<file path="src/rtl/nnrv_trace_pkg.sv">
// Shared types and constants for the nnrv retire-trace UART transmitter.
package nnrv_trace_pkg;

  localparam int unsigned TRACE_XLEN        = 32;
  localparam int unsigned TRACE_REC_W       = 2 * TRACE_XLEN;
  localparam logic [7:0]  TRACE_SYNC        = 8'hA5;
  localparam int unsigned TRACE_FRAME_BYTES = 9;

  typedef enum logic [1:0] {
    StIdle,
    StStart,
    StData,
    StStop
  } trace_state_e;

  // Byte 0 is the sync marker; bytes 1..8 walk the record {instr, pc} little-endian.
  function automatic logic [7:0] trace_byte(input logic [TRACE_REC_W-1:0] rec,
                                            input logic [3:0]             idx);
    logic [7:0] b;
    case (idx)
      4'd1:    b = rec[7:0];
      4'd2:    b = rec[15:8];
      4'd3:    b = rec[23:16];
      4'd4:    b = rec[31:24];
      4'd5:    b = rec[39:32];
      4'd6:    b = rec[47:40];
      4'd7:    b = rec[55:48];
      4'd8:    b = rec[63:56];
      default: b = TRACE_SYNC;
    endcase
    return b;
  endfunction

endpackage

</file>
<file path="src/rtl/nnrv_trace_fifo.sv">
// Synchronous FIFO for retire records. Push while full is accepted only when a
// pop happens on the same edge; pop while empty is ignored.
module nnrv_trace_fifo #(
  parameter int unsigned DEPTH = 4,
  parameter int unsigned WIDTH = 64
) (
  input  logic                     clk_i,
  input  logic                     rst_ni,
  input  logic                     push_i,
  input  logic [WIDTH-1:0]         wdata_i,
  input  logic                     pop_i,
  output logic [WIDTH-1:0]         rdata_o,
  output logic                     full_o,
  output logic                     empty_o,
  output logic [$clog2(DEPTH):0]   count_o
);

  localparam int unsigned PW = $clog2(DEPTH);
  localparam int unsigned CW = PW + 1;

  logic [WIDTH-1:0] mem_q [DEPTH];
  logic [PW-1:0]    wr_ptr_q, rd_ptr_q;
  logic [CW-1:0]    count_q;
  logic             do_push, do_pop;

  assign full_o  = (count_q == CW'(DEPTH));
  assign empty_o = (count_q == '0);
  assign count_o = count_q;
  assign rdata_o = mem_q[rd_ptr_q];
  assign do_pop  = pop_i && !empty_o;
  assign do_push = push_i && (!full_o || do_pop);

  // Pointer and occupancy tracking; pointers wrap naturally since DEPTH is a power of two.
  always_ff @(posedge clk_i or negedge rst_ni) begin
    if (!rst_ni) begin
      wr_ptr_q <= '0;
      rd_ptr_q <= '0;
      count_q  <= '0;
    end else begin
      if (do_push) wr_ptr_q <= wr_ptr_q + 1'b1;
      if (do_pop)  rd_ptr_q <= rd_ptr_q + 1'b1;
      case ({do_push, do_pop})
        2'b10:   count_q <= count_q + 1'b1;
        2'b01:   count_q <= count_q - 1'b1;
        default: count_q <= count_q;
      endcase
    end
  end

  // Storage needs no reset; occupancy alone decides what is valid.
  always_ff @(posedge clk_i) begin
    if (do_push) mem_q[wr_ptr_q] <= wdata_i;
  end

endmodule

</file>
<file path="src/rtl/nnrv_trace_tx.sv">
// Retire-trace transmitter: buffers (pc, instr) records and sends each as a
// 9-byte frame (0xA5, pc LE, instr LE) on a UART 8N1 line.
module nnrv_trace_tx #(
  parameter int unsigned CLKS_PER_BIT = 4,
  parameter int unsigned FIFO_DEPTH   = 4,
  parameter int unsigned XLEN         = 32
) (
  input  logic            i_clk,
  input  logic            i_rst_n,
  input  logic            i_trace_valid,
  input  logic [XLEN-1:0] i_trace_pc,
  input  logic [XLEN-1:0] i_trace_instr,
  output logic            o_tx,
  output logic            o_trace_full,
  output logic            o_busy,
  output logic [7:0]      o_drop_cnt
);

  import nnrv_trace_pkg::*;

  localparam int unsigned BW = (CLKS_PER_BIT > 1) ? $clog2(CLKS_PER_BIT) : 1;
  localparam int unsigned CW = $clog2(FIFO_DEPTH) + 1;
  localparam logic [BW-1:0] BAUD_LAST = BW'(CLKS_PER_BIT - 1);
  localparam logic [3:0]    BYTE_LAST = 4'(TRACE_FRAME_BYTES - 1);

  trace_state_e           state_q;
  logic [BW-1:0]          baud_q;
  logic [2:0]             bit_q;
  logic [3:0]             byte_q;
  logic [TRACE_REC_W-1:0] hold_q;
  logic                   tx_q;
  logic [7:0]             drop_q;

  logic [TRACE_REC_W-1:0] fifo_rdata;
  logic                   fifo_full, fifo_empty, pop;
  logic [CW-1:0]          fifo_count;
  logic [7:0]             cur_byte;
  logic [2:0]             next_bit;
  logic                   baud_last;

  assign pop       = (state_q == StIdle) && !fifo_empty;
  assign cur_byte  = trace_byte(hold_q, byte_q);
  assign next_bit  = bit_q + 3'd1;
  assign baud_last = (baud_q == BAUD_LAST);

  nnrv_trace_fifo #(
    .DEPTH (FIFO_DEPTH),
    .WIDTH (TRACE_REC_W)
  ) u_fifo (
    .clk_i   (i_clk),
    .rst_ni  (i_rst_n),
    .push_i  (i_trace_valid),
    .wdata_i ({i_trace_instr, i_trace_pc}),
    .pop_i   (pop),
    .rdata_o (fifo_rdata),
    .full_o  (fifo_full),
    .empty_o (fifo_empty),
    .count_o (fifo_count)
  );

  // Frame serializer; tx is assigned alongside each transition so the line is glitch-free.
  always_ff @(posedge i_clk or negedge i_rst_n) begin
    if (!i_rst_n) begin
      state_q <= StIdle;
      baud_q  <= '0;
      bit_q   <= '0;
      byte_q  <= '0;
      hold_q  <= '0;
      tx_q    <= 1'b1;
    end else begin
      case (state_q)
        StIdle: begin
          tx_q <= 1'b1;
          if (pop) begin
            hold_q  <= fifo_rdata;
            byte_q  <= '0;
            baud_q  <= '0;
            tx_q    <= 1'b0;
            state_q <= StStart;
          end
        end
        StStart: begin
          if (baud_last) begin
            baud_q  <= '0;
            bit_q   <= '0;
            tx_q    <= cur_byte[0];
            state_q <= StData;
          end else begin
            baud_q <= baud_q + 1'b1;
          end
        end
        StData: begin
          if (baud_last) begin
            baud_q <= '0;
            if (bit_q == 3'd7) begin
              tx_q    <= 1'b1;
              state_q <= StStop;
            end else begin
              bit_q <= next_bit;
              tx_q  <= cur_byte[next_bit];
            end
          end else begin
            baud_q <= baud_q + 1'b1;
          end
        end
        StStop: begin
          if (baud_last) begin
            baud_q <= '0;
            if (byte_q == BYTE_LAST) begin
              tx_q    <= 1'b1;
              state_q <= StIdle;
            end else begin
              byte_q  <= byte_q + 4'd1;
              tx_q    <= 1'b0;
              state_q <= StStart;
            end
          end else begin
            baud_q <= baud_q + 1'b1;
          end
        end
        default: begin
          tx_q    <= 1'b1;
          state_q <= StIdle;
        end
      endcase
    end
  end

  // Saturating count of records refused because the FIFO was full with no pop.
  always_ff @(posedge i_clk or negedge i_rst_n) begin
    if (!i_rst_n) begin
      drop_q <= '0;
    end else if (i_trace_valid && fifo_full && !pop && (drop_q != 8'hFF)) begin
      drop_q <= drop_q + 8'd1;
    end
  end

  assign o_tx         = tx_q;
  assign o_trace_full = fifo_full;
  assign o_busy       = (state_q != StIdle) || (fifo_count != '0);
  assign o_drop_cnt   = drop_q;

endmodule

</file>
<file path="config.mk">
export PLATFORM = sky130hd
export DESIGN_NAME = nnrv_trace_tx
export DESIGN_NICKNAME = d
export VERILOG_FILES = /design/src/rtl/nnrv_trace_pkg.sv /design/src/rtl/nnrv_trace_fifo.sv /design/src/rtl/nnrv_trace_tx.sv
export SDC_FILE = /design/constraint.sdc
export NUM_CORES = 1
export LEC_CHECK = 0
export CORE_MARGIN = 4
export CORE_UTILIZATION = 40
export CTS_CLUSTER_SIZE = 20
export DETAILED_ROUTE_END_ITERATION = 12
export REMOVE_ABC_BUFFERS = 1
export SKIP_CTS_REPAIR_TIMING = 1
export SYNTH_ARGS = -nofsm -noshare
export SYNTH_HDL_FRONTEND = slang
export SYNTH_HIERARCHICAL = 1
export SYNTH_SLANG_ARGS = --single-unit
</file>
<file path="constraint.sdc">
create_clock -name i_clk -period 5.6 [get_ports i_clk]
set_input_delay 1.68 -clock i_clk [delete_from_list [all_inputs] [get_ports i_clk]]
set_output_delay 1.68 -clock i_clk [all_outputs]
set_load 0.03 [all_outputs]
</file>
==> run metrics, run 1 <==
final-layout fill cell count about 3,000; Reg clk slew, reported paths approximately 60 ps; Die H 194 um; share of cells above drive strength 1 0.154; critical path data arrival time 2640 ps; most common cell after layout, fill and taps aside edfxtp_1; CP required 3920 ps; min-delay worst type register to register; f_max 231 MHz; Fin. Hold Viols 0; dpl hpwl 16.5 mm; Initial Util 0.409; Worst Setup Path Type register to primary output; Reg2Reg Depth 12; number of synthesized flops with an enable pin 256; Die ar. approximately 0.038 mm^2; worst skew pair latency 520 ps; synth unique cells 61; outcome finished clean; pin count of the biggest net entering global routing 69; clock root cell clkbuf_16; Worst Hold Path EP hold_q[10]; number of synthesized register bits 347; worst hold stages 2; # nets final roughly 1,000; total gr overflow 0; Critical Path Fanout Max 10; Syn. warnings 6; DR vias 7,246; clock buffer depth 3; clock sink count between 300 and 400; core box area 0.0339 mm^2; Async S/R FF share, synth 0.262; Max Cap Violations 0; FF+latch area about 0.01 mm^2; Seq/Total Area, Yosys 0.719; CP endpoint kind primary output; startpoint types register; Final Wtd Congestion 0.756; TritonCTS clock tree yes; drt first-iter violations between 300 and 400; total global-route track usage 0.144; Slew headroom 0.319; drt pass-1 iters 5; Final Cycle Share 0.772; Synth Flop Type edfxtp_1; Num CTS Buffers 37; WL/cell 19.1 um; final worst setup slack 1280 ps; port bufs 77; via count of the first global-routing pass 7,508; row cnt 67; Hold Startpoint hold_q[10]; Ports 78; initial antenna violation count 0; synthesized area about 0.014 mm^2; Leakage 5.96 nW; Slew Limit Fails 0; WL final 27.0 mm; fin util 0.482; RSZ-0062 raised after global routing no; commonest cells after routing, fill and taps aside edfxtp_1, nand2_1, dfrtp_1; Synth Instances around 850; Antenna Violating Nets Remaining 0; reg-to-reg slack, setup between 2000 and 3000 ps; pre-CTS WS 1760 ps; Crit Reg-Reg Endpoint u_fifo/count_o[2]; minimum clock period 4320 ps; worst slew pin tran 1020 ps; Clock Skew ~11 ps; Worst VDD drop 0.274 mV; n_diodes 0; Max H-tree Level 2; pwr dens between 300 and 400 mW/mm^2; die width between 150 and 200 um; area grow syn2layout 17.7%; area of the multi-input gates approximately 0.0036 mm^2; drt drc 0; reg2reg start state_q[0]; Syn Area/Cell 16.2 um^2; Setup Viol. Count Final 0; first-pass GRT wire length 43.3 mm; Vias/cell 5.12; post-route setup TNS 0 ps
==> cell type report <==
type                       count  area share
multi-input combinational    447       0.221
tap                          448      0.0344
timing repair buffer          88      0.0529
inverter                      17     0.00391
clock buffer                  49      0.0627
sequential                   347       0.611
clock inverter                18      0.0139
==> where the power goes <==
| group | internal, mW | switching [mW] |
|---|---|---|
| Sequential | 3.22 | 0.0988 |
| Clock | 1.52 | 0.952 |
| Combinational | 0.249 | 0.401 |
==> how the worst max path moves through the flow <==
stage | to | slack [ps] | startpoint | cells after the start
3_5_place_dp | u_fifo/mem_q[2][34] | 1760 | i_trace_valid | 4
4_1_cts | o_busy | 1270 | state_q[0] | 4
6_report | o_busy | 1280 | state_q[0] | 4
5_1_grt | o_busy | 1180 | state_q[0] | 4
3_3_place_gp | u_fifo/mem_q[2][34] | 1780 | i_trace_valid | 4
2_1_floorplan | u_fifo/count_o[2] | 880 | u_fifo/count_o[0] | 11
==> sequential cells by signal (all words and copies together) (netlist names) <==
signal and flops:
bit_q 3, u_fifo/count_o 3, state_q 2, u_fifo/wr_ptr_q 2
hold_q 64, u_fifo/mem_q 256, byte_q 4, baud_q 2
o_tx 1, u_fifo/rd_ptr_q 2, o_drop_cnt 8
==> worst max-delay path, cell delays in order (launching register included) <==
cell	delay (ps)
dfrtp_1	440
inv_1	110
ha_1	350
or4b_2	620
clkdlybuf4s50_1	610
==> cell usage after synthesis (all sizes together), types with 2 or more instances <==
| cell | n | area, um^2 |
|---|---|---|
| o21ai | 6 | 30.0 |
| a211oi | 6 | 55.1 |
| mux2 | 3 | 37.5 |
| nand3b | 2 | 15.0 |
| mux4 | 64 | 1440 |
| and3b | 3 | 26.3 |
| dfrtp | 90 | 2250 |
| nor4 | 2 | 18.8 |
| ha | 17 | 213 |
| a22o | 8 | 70.1 |
| a222oi | 2 | 20.0 |
| and2 | 5 | 36.3 |
| nor3 | 5 | 25.0 |
| nand2 | 209 | 785 |
| o22ai | 6 | 37.5 |
| edfxtp | 256 | 7690 |
| a31oi | 5 | 31.3 |
| nor2 | 17 | 63.8 |
| nor2b | 2 | 15.0 |
| mux2i | 9 | 90.1 |
| a22oi | 9 | 67.6 |
| inv | 17 | 63.8 |
| xnor2 | 8 | 70.1 |
| a221oi | 5 | 43.8 |
| nand2b | 7 | 43.8 |
| buf | 31 | 189 |
| nand3 | 9 | 45.0 |
| clkbuf | 11 | 41.3 |
| a21oi | 11 | 55.1 |
| xor2 | 7 | 61.3 |
==> kinds of logic (layout without fill, tap and decap cells) <==
kind of cell / Yosys count / in the layout / synth area share
DFF: 347 / 347 / 0.719
and+or+nand+nor: 268 / 268 / 0.0819
muxes: 76 / 76 / 0.113
AOI/OAI and AO/OA: 70 / 70 / 0.0383
buffers and inverters: 59 / 172 / 0.0212
adders and majority gates: 18 / 18 / 0.0168
xor gates and xnor gates: 15 / 15 / 0.00948
==> metrics by stage <==
step           total power, mW  std cells  hold WS, ps  cell area, um^2
4_1_cts                   6.53       1414          477            16300
6_report                  6.44       1414          471            16300
5_1_grt                   6.71       1414          494            16300
3_5_place_dp              4.04       1347          462            15100
2_1_floorplan             3.72        811          438            13600
3_3_place_gp              4.03       1347          457            15100
==> routing by layer <==
layer	wire length (um)	vias up	GRT usage
met2	12900	136	0.228
met5	0	-	0
met1	12700	3707	0.210
met4	466	0	0.0352
li1	-	3368	-
met3	1060	35	0.0261
(Power assumes the default switching activity.)
==> inputs of run 2 (changes only) <==
clock period = 4.55 ns   (was 5.6 ns; I/O delays follow)
==> run 2 against run 1 <==
Compared with the run above: global-route usage is 0.53 points higher; non-clock buffer count is 1 higher; total power is 25% higher; clock-buffer cell count is 6 higher; core utilization is 0.21 points higher; first-iteration DRC count is 26% higher; setup slack worse by 720 ps; critical path type unchanged.
==> run metrics, run 2 (synthesis results as in run 1) <==
minimum clock period 3990 ps; Die ar. roughly 0.038 mm^2; Reg clk slew, reported paths 60 ps; Pwr Total 8.02 mW; WL/cell between 15 and 20 um; core box area 0.0339 mm^2; Initial Util 0.409; n_diodes 0; min-delay worst type register to register; clock root cell clkbuf_16; Worst VDD drop 0.278 mV; WL met3 1.08 mm; Clk pwr share 0.388; WL final 28.0 mm; outcome finished clean; Worst Setup Path Type register to primary output; initial antenna violation count 0; drt first-iter violations 424; most common cell after layout, fill and taps aside edfxtp_1; Slew headroom 0.352; placed cells 1,348; Critical-path top delay cell or4b_2; worst setup path start state_q[0]; Final Wtd Congestion 0.767; critical path data arrival time 2620 ps; Flop pwr share 0.509; Met1 Routed Length 13.1 mm; switching power around 1.8 mW; worst skew pair latency 520 ps; crit-path cells inv_1, ha_1, or4b_2, clkdlybuf4s50_1; drt pass-1 iters 4; Int Pwr 6.19 mW; CP required 3180 ps; f_max 251 MHz; Die H just under 200 um; Final Cycle Share 0.876; TritonCTS clock tree yes; DR vias 7,280; Max Cap Violations 0; die width between 150 and 200 um; pwr dens between 400 and 500 mW/mm^2; startpoint types register; CP endpoint kind primary output; Setup Viol. Count Final 0; clock sink count ~350; Sw Share 0.228; Critical Path Fanout Max 10; dpl hpwl 16.3 mm; total gr overflow 0; Reg2Reg Depth 7; area grow syn2layout 18.2%; share of cells above drive strength 1 0.156; Ports 78; Vias/cell 5.13; Leakage 5.99 nW; reg2reg start u_fifo/count_o[0]; Top reg by flops u_fifo/mem_q; Top Layer Used met4; worst slew pin tran 972 ps; largest stage delay on the critical path approximately 620 ps; Crit Reg-Reg Endpoint o_drop_cnt[7]; number of flip-flops in the largest register 256; commonest cells after routing, fill and taps aside edfxtp_1, nand2_1, dfrtp_1; Setup crit end o_busy; port bufs 77; Max H-tree Level 2; total global-route track usage 0.149; Num CTS Buffers 38; Fin. Hold Viols 0; RSZ-0062 raised after global routing no; combinational group share of total power 0.102; reg-to-reg slack, setup 1810 ps; via count of the first global-routing pass 7,816; final-layout fill cell count 2,914; Routed met2 length ~13 mm; Antenna Violating Nets Remaining 0; Clock Skew around 12 ps; row cnt 67; # nets final 1,025; Slew Limit Fails 0; drt drc 0; final non-filler cell total 1,418; pin count of the biggest net entering global routing 69; post-route setup TNS 0 ps; clock buffer depth 3; first-pass GRT wire length 45.0 mm
run 2: cell count changes in the layout (fill, tap and decap cells not counted), sizes merged:
cell | previous run | this run
buf | 12 | 13
clkbuf | 49 | 55
clkinv | 10 | 7
clkinvlp | 2 | 1
inv | 18 | 19
run 2: power by group through the flow:
stage,clock network (mW),logic (mW),registers [mW]
after global placement,0,0.837,4.13
after floorplan,0,0.440,4.14
after CTS,3.20,0.847,4.09
after global routing,3.33,0.895,4.12
final,3.11,0.820,4.08
after detailed placement,0,0.847,4.15
run 2: routing by layer:
layer | up-vias | track usage
met5 | - | 0
met2 | 131 | 0.242
met3 | 43 | 0.0266
li1 | 3371 | -
met1 | 3735 | 0.215
met4 | 0 | 0.0315
run 2: layout make-up:
cell class / count / area (um^2) / area share
tap: 448 / 561 / 0.0342
clock buffer: 55 / 1060 / 0.0645
inverter: 17 / 63.8 / 0.00390
timing repair buffer: 89 / 908 / 0.0555
multi-input combinational: 447 / 3600 / 0.220
sequential: 347 / 9970 / 0.609
clock inverter: 15 / 218 / 0.0133
run 2: per-stage QoR:
stage / hold WS, ps / area (um^2) / util / worst slack, ps
global placement: 457 / 15100 / 0.446 / 1100
finish: 471 / 16400 / 0.484 / 562
global route: 498 / 16400 / 0.484 / 443
floorplan: 438 / 13600 / - / -170
CTS: 476 / 16400 / 0.484 / 527
detailed placement: 463 / 15100 / 0.446 / 1080
run 2: how the worst min path moves through the flow:
stage	depth (start not counted)	slack, ps	from	to
finish	2	470	hold_q[5]	hold_q[5]
global route	2	500	hold_q[36]	hold_q[36]
CTS	2	480	hold_q[5]	hold_q[5]
detailed placement	2	460	hold_q[0]	hold_q[0]
global placement	2	460	hold_q[5]	hold_q[5]
floorplan	2	440	hold_q[14]	hold_q[14]
run 2: worst max-delay path: cells and delay by family, from the launching register on:
kind / cells / cell delay (ps)
AND/OR/NAND/NOR: 1 / 620
flip-flops: 1 / 430
buffers and inverters: 2 / 710
adder cells (fa/ha/maj): 1 / 350
